## src/rtl/sim_video_out.sv

```systemverilog
// sim_video_out: video output stage for simulation tops.
//
// Expands a core's packed N-bit-per-channel colour to 8 bits per channel,
// registers colour and sync/blank on the pixel enable, and measures beam
// position and frame geometry so a C++ harness can grab whole frames.
//
// Ports:
//   clk_sys, reset (sync, active-high), ce_pix (pixel enable)
//   rgb_i [3*COLOR_BITS]      packed colour ({B,G,R} if RGB_ORDER_BGR else {R,G,B})
//   hs_i, vs_i, hb_i, vb_i    sync and blank from the core
//   VGA_R/G/B [8]             expanded colour, one pixel-enable of latency
//   VGA_HS/VS/HB/VB           registered sync and blank, same latency
//   pix_x, pix_y [POS_W]      beam position of the pixel on VGA_*
//   pix_valid                 VGA_* pixel is active and updated this clock
//   frame_done                one-clock strobe at the end of a complete frame
//   h_active, v_active        measured active width/height
//   frame_count [FCNT_W]      complete frames since reset
module sim_video_out #(
  parameter int COLOR_BITS    = 3,
  parameter int RGB_ORDER_BGR = 1,
  parameter int POS_W         = 11,
  parameter int FCNT_W        = 16
) (
  input  logic                    clk_sys,
  input  logic                    reset,
  input  logic                    ce_pix,
  input  logic [3*COLOR_BITS-1:0] rgb_i,
  input  logic                    hs_i,
  input  logic                    vs_i,
  input  logic                    hb_i,
  input  logic                    vb_i,
  output logic [7:0]              VGA_R,
  output logic [7:0]              VGA_G,
  output logic [7:0]              VGA_B,
  output logic                    VGA_HS,
  output logic                    VGA_VS,
  output logic                    VGA_HB,
  output logic                    VGA_VB,
  output logic [POS_W-1:0]        pix_x,
  output logic [POS_W-1:0]        pix_y,
  output logic                    pix_valid,
  output logic                    frame_done,
  output logic [POS_W-1:0]        h_active,
  output logic [POS_W-1:0]        v_active,
  output logic [FCNT_W-1:0]       frame_count
);

  localparam logic [POS_W-1:0] POS_MAX = '1;

  logic [COLOR_BITS-1:0] r_c, g_c, b_c;
  logic [7:0]            r_x, g_x, b_x;

  if (RGB_ORDER_BGR != 0) begin : g_bgr
    assign {b_c, g_c, r_c} = rgb_i;
  end else begin : g_rgb
    assign {r_c, g_c, b_c} = rgb_i;
  end

  // MSB-first replication of the channel, truncated to 8 bits.
  for (genvar i = 0; i < 8; i++) begin : g_exp
    assign r_x[7-i] = r_c[COLOR_BITS-1-(i%COLOR_BITS)];
    assign g_x[7-i] = g_c[COLOR_BITS-1-(i%COLOR_BITS)];
    assign b_x[7-i] = b_c[COLOR_BITS-1-(i%COLOR_BITS)];
  end

  logic [7:0]        r_q, r_d, g_q, g_d, b_q, b_d;
  logic [3:0]        sync_q, sync_d;
  logic [POS_W-1:0]  x_q, x_d, y_q, y_d;
  logic [POS_W-1:0]  pix_x_q, pix_x_d, pix_y_q, pix_y_d;
  logic [POS_W-1:0]  h_q, h_d, v_q, v_d;
  logic [FCNT_W-1:0] fcnt_q, fcnt_d;
  logic              pix_valid_q, pix_valid_d;
  logic              done_q, done_d;
  logic              hb_prev_q, hb_prev_d, vb_prev_q, vb_prev_d;
  logic              armed_q, armed_d;

  logic act, hb_rise, vb_rise, vb_fall;

  assign act     = ~hb_i & ~vb_i;
  assign hb_rise = hb_i & ~hb_prev_q;
  assign vb_rise = vb_i & ~vb_prev_q;
  assign vb_fall = ~vb_i & vb_prev_q;

  always_comb begin
    r_d         = r_q;
    g_d         = g_q;
    b_d         = b_q;
    sync_d      = sync_q;
    x_d         = x_q;
    y_d         = y_q;
    pix_x_d     = pix_x_q;
    pix_y_d     = pix_y_q;
    h_d         = h_q;
    v_d         = v_q;
    fcnt_d      = fcnt_q;
    hb_prev_d   = hb_prev_q;
    vb_prev_d   = vb_prev_q;
    armed_d     = armed_q;
    pix_valid_d = 1'b0;
    // The strobe drops on the very next clock, whether or not ce_pix is high.
    done_d      = 1'b0;

    if (ce_pix) begin
      r_d       = r_x;
      g_d       = g_x;
      b_d       = b_x;
      sync_d    = {hs_i, vs_i, hb_i, vb_i};
      hb_prev_d = hb_i;
      vb_prev_d = vb_i;

      if (act) begin
        pix_x_d     = x_q;
        pix_y_d     = y_q;
        pix_valid_d = 1'b1;
        if (x_q != POS_MAX) x_d = x_q + POS_W'(1);
      end

      // Line end is evaluated before frame end so that a line finishing in
      // the same sample as the frame is counted in v_active.
      if (hb_rise) begin
        if (x_q != '0) begin
          h_d = x_q;
          if (y_q != POS_MAX) y_d = y_q + POS_W'(1);
        end
        x_d = '0;
      end

      if (vb_fall) begin
        x_d     = '0;
        y_d     = '0;
        armed_d = 1'b1;
      end

      // Without a prior vb fall the frame began before reset: ignore it.
      if (vb_rise && armed_q) begin
        done_d = 1'b1;
        v_d    = y_d;
        fcnt_d = fcnt_q + FCNT_W'(1);
        y_d    = '0;
      end
    end
  end

  // ---- output / state register stage ----
  always_ff @(posedge clk_sys) begin
    if (reset) begin
      r_q         <= '0;
      g_q         <= '0;
      b_q         <= '0;
      sync_q      <= '0;
      x_q         <= '0;
      y_q         <= '0;
      pix_x_q     <= '0;
      pix_y_q     <= '0;
      h_q         <= '0;
      v_q         <= '0;
      fcnt_q      <= '0;
      pix_valid_q <= 1'b0;
      done_q      <= 1'b0;
      hb_prev_q   <= 1'b0;
      vb_prev_q   <= 1'b0;
      armed_q     <= 1'b0;
    end else begin
      r_q         <= r_d;
      g_q         <= g_d;
      b_q         <= b_d;
      sync_q      <= sync_d;
      x_q         <= x_d;
      y_q         <= y_d;
      pix_x_q     <= pix_x_d;
      pix_y_q     <= pix_y_d;
      h_q         <= h_d;
      v_q         <= v_d;
      fcnt_q      <= fcnt_d;
      pix_valid_q <= pix_valid_d;
      done_q      <= done_d;
      hb_prev_q   <= hb_prev_d;
      vb_prev_q   <= vb_prev_d;
      armed_q     <= armed_d;
    end
  end

  assign VGA_R       = r_q;
  assign VGA_G       = g_q;
  assign VGA_B       = b_q;
  assign VGA_HS      = sync_q[3];
  assign VGA_VS      = sync_q[2];
  assign VGA_HB      = sync_q[1];
  assign VGA_VB      = sync_q[0];
  assign pix_x       = pix_x_q;
  assign pix_y       = pix_y_q;
  assign pix_valid   = pix_valid_q;
  assign frame_done  = done_q;
  assign h_active    = h_q;
  assign v_active    = v_q;
  assign frame_count = fcnt_q;

endmodule

```

## config.mk

```make
export PLATFORM = sky130hd
export DESIGN_NAME = sim_video_out
export DESIGN_NICKNAME = d
export VERILOG_FILES = /design/src/rtl/sim_video_out.sv
export SDC_FILE = /design/constraint.sdc
export NUM_CORES = 1
export LEC_CHECK = 0
export ABC_CLOCK_PERIOD_IN_PS = 3700
export CAP_MARGIN = 15
export CORE_ASPECT_RATIO = 1.5
export CORE_MARGIN = 5
export CORE_UTILIZATION = 30
export DETAILED_ROUTE_END_ITERATION = 8
export DONT_BUFFER_PORTS = 1
export SETUP_SLACK_MARGIN = 0.3
export SLEW_MARGIN = 10
export SYNTH_ARGS = -nofsm -noshare
export SYNTH_HDL_FRONTEND = slang
export SYNTH_SLANG_ARGS = --single-unit
```

## constraint.sdc

```tcl
create_clock -name clk_sys -period 3.7 [get_ports clk_sys]
set_input_delay 0.37 -clock clk_sys [delete_from_list [all_inputs] [get_ports clk_sys]]
set_output_delay 0.37 -clock clk_sys [all_outputs]
set_load 0.01 [all_outputs]
```

==> results_dict.tcl <==
set metrics [dict create \
    status "finished clean" \
    die_w_um 109 \
    ys_ff_latch 98 \
    grt_first_pass_wirelength_um 19100 \
    required_ns 3.93 \
    path_cells "nand4b_1 -> or3_1 -> nor4_1 -> mux2_2" \
    synth_cells 523 \
    ys_top_cells_by_area "dfxtp_1, nand2_1, a21oi_1, nor2_1, mux2i_1" \
    end_kind "register" \
    clkSlewWorstSetupHoldPaths_ns 0.07 \
    track_usage_pct 13.9 \
    io_buffers 0 \
    max_slew.worst_pin.slew_ns 0.894 \
    wirelength_um 12100 \
    post_drt_wl_per_cell_um 17.6 \
    r2r_cells 4 \
    synth_top_area_cell "dfxtp_1" \
    gr-total-overflow 0 \
    cts_buffers 9 \
    rsz0062_at_grt "false" \
    cp.arrival_ns 2.62 \
    synth_edf_count 0 \
    final_hold_viol_count 0 \
    layout_commonest_cell "dfxtp_1" \
    grt_max_degree 77 \
    root_buffer "clkbuf_16" \
    vias 3716 \
    syn_avg_cell_area_sq_um 8.48 \
    dr.pass1.iters 5 \
    async_flop_share_pct 0 \
    drv_cap 0 \
    syn_nets 543 \
    n_antenna_cell 0 \
    ctsHoldBuffers 0 \
    finalPower_mw 2.06 \
    p_per_area_nw_per_um2 438 \
    path_buf_inv 0 \
    gp_congestion 0.918 \
    fin_crit_sh_pct 64.4 \
    rows 54 \
    hold_depth 1 \
    ir_drop_mv 0.196 \
    relSlewSlack_pct 40.4 \
    slew_violations 0 \
    cp-startpoint "sync_q[0]$_SDFFE_PP0P_" \
    cts_tree "yes" \
    final_cell_mix "dfxtp_1, nand2_1, a21oi_1" \
    synth.yosys.warnings 0 \
    remaining_drc_errors 0 \
    viasPerCell 5.43 \
    min_to "frame_count[11]$_SDFFE_PP0P_" \
    slowest_stage "or3_1" \
    grt_pass1_vias 3550 \
    detail_route.iter0.violations 218 \
    antenna_found_initial 0 \
    skew_ns 0.00572 \
    crit_type "reg2reg" \
    regToRegSetupSlack_ns 1.32 \
    die_area_sq_um 17400 \
    clkLatencyLatePin_ns 0.34 \
    final.setup.tns_ns 0 \
    cts_resized 0 \
    period_needed_ns 2.38 \
    netlist_area_sq_um 4430 \
    ant_nets 0 \
    drive_gt1_share_pct 7.38 \
    cts_num_sinks 98 \
    die_h_um 159 \
    setup_viol 0 \
    min_path_type "in2reg" \
    cts_setup_buffers 0 \
    path_max_fanout 12 \
    worstHoldStart "reset" \
    io_pins 106 \
    areaGrowthSynthToFinish_pct 6.18 \
    synth_top_area_share_pct 44.3 \
    place_hpwl_um 8820 \
    num-nets-final 503 \
    coreArea_sq_um 14500 \
    htree_num_levels 3 \
    power_leakage_nw 1.54 \
    fmax_mhz 420 \
    seq_area_frac_synth_pct 44.3 \
    slowest_delay_ns 0.65 \
    path_delay_family "simple AND/OR/NAND/NOR gates" \
    initial_core_util_pct 30.5 \
    worstSetupStartpointType "register" \
    ctsLongestPathBuffers 2 \
    synth.distinct_cells 55 \
    r2r_end "frame_count[15]$_SDFFE_PP0P_" \
    ys.flop_type "dfxtp_1" \
    r2r-start "sync_q[0]$_SDFFE_PP0P_" \
]
## per-layer routing
layer	wire length, um	GRT usage [%]
met1	4190	14.2
met2	6580	25.0
met3	940	4.51
met4	366	6.92
met5	0	0
## power by group
group | switching (mW) | internal [mW] | leakage, nW | total, mW
Combinational | 0.0429 | 0.0272 | 0.610 | 0.0701
Sequential | 0.0283 | 1.07 | 0.792 | 1.10
Clock | 0.428 | 0.469 | 0.139 | 0.897
## flip-flops by register name, summed over array words and instances (netlist names)
register,count
pix_x,11
pix_y,11
x_q,11
frame_done,1
VGA_B,3
sync_q,4
VGA_R,3
v_active,11
y_q,11
frame_count,16
pix_valid,1
VGA_G,3
armed_q,1
h_active,11
## metrics by stage
step,setup slack (ns),hold slack [ns],std cells,cell area [sq um],utilization [%]
2_1_floorplan,1.81,0.457,523,4430,-
3_3_place_gp,1.19,0.448,667,4410,30.4
3_5_place_dp,1.11,0.452,667,4410,30.4
4_1_cts,1.09,0.0844,683,4690,32.3
5_1_grt,1.17,0.0837,684,4710,32.4
6_report,1.32,0.0984,684,4710,32.4
## synth_stat cells (5+ instances only)
| cell type | count |
|---|---|
| o31ai_1 | 10 |
| buf_4 | 15 |
| buf_2 | 8 |
| nor3_1 | 9 |
| and3_1 | 8 |
| or3_1 | 12 |
| nand3_1 | 25 |
| clkbuf_1 | 26 |
| nor4_1 | 5 |
| dfxtp_1 | 98 |
| nor2_1 | 36 |
| mux2i_1 | 13 |
| a21oi_1 | 46 |
| a31oi_1 | 13 |
| or4_1 | 5 |
| a41oi_1 | 8 |
| xor2_1 | 6 |
| inv_1 | 6 |
| and4_1 | 7 |
| nand4_1 | 10 |
| o21ai_0 | 20 |
| nand2_1 | 74 |
## final cells by class
type                       count  area [sq um]
sequential                    98          1960
clock inverter                 7          58.8
fill                        1513          9820
tap                          196           245
timing repair buffer           5          35.0
inverter                       7          26.3
multi-input combinational    362          2150
clock buffer                   9           225
## worst max path at each step
stage,end,cells past startpoint
after global routing,frame_count[15]$_SDFFE_PP0P_,4
final,frame_count[15]$_SDFFE_PP0P_,4
after CTS,v_active[4]$_SDFFE_PP0P_,6
after global placement,y_q[4]$_SDFFE_PP0P_,6
after floorplan,y_q[8]$_SDFFE_PP0P_,8
after detailed placement,y_q[4]$_SDFFE_PP0P_,6
## cells by family (layout without fill, tap and decap cells)
group | count (synthesis) | count (layout) | synth area share [%]
adders and majority gates | 4 | 4 | 1.13
and+or+nand+nor | 213 | 213 | 24.6
muxes | 15 | 15 | 3.44
DFF | 98 | 98 | 44.3
AOI/OAI and AO/OA | 121 | 121 | 17.5
buffers and inverters | 63 | 28 | 7.34
xor gates and xnor gates | 9 | 9 | 1.78
Note: power is estimated with default switching activity, not from simulation.
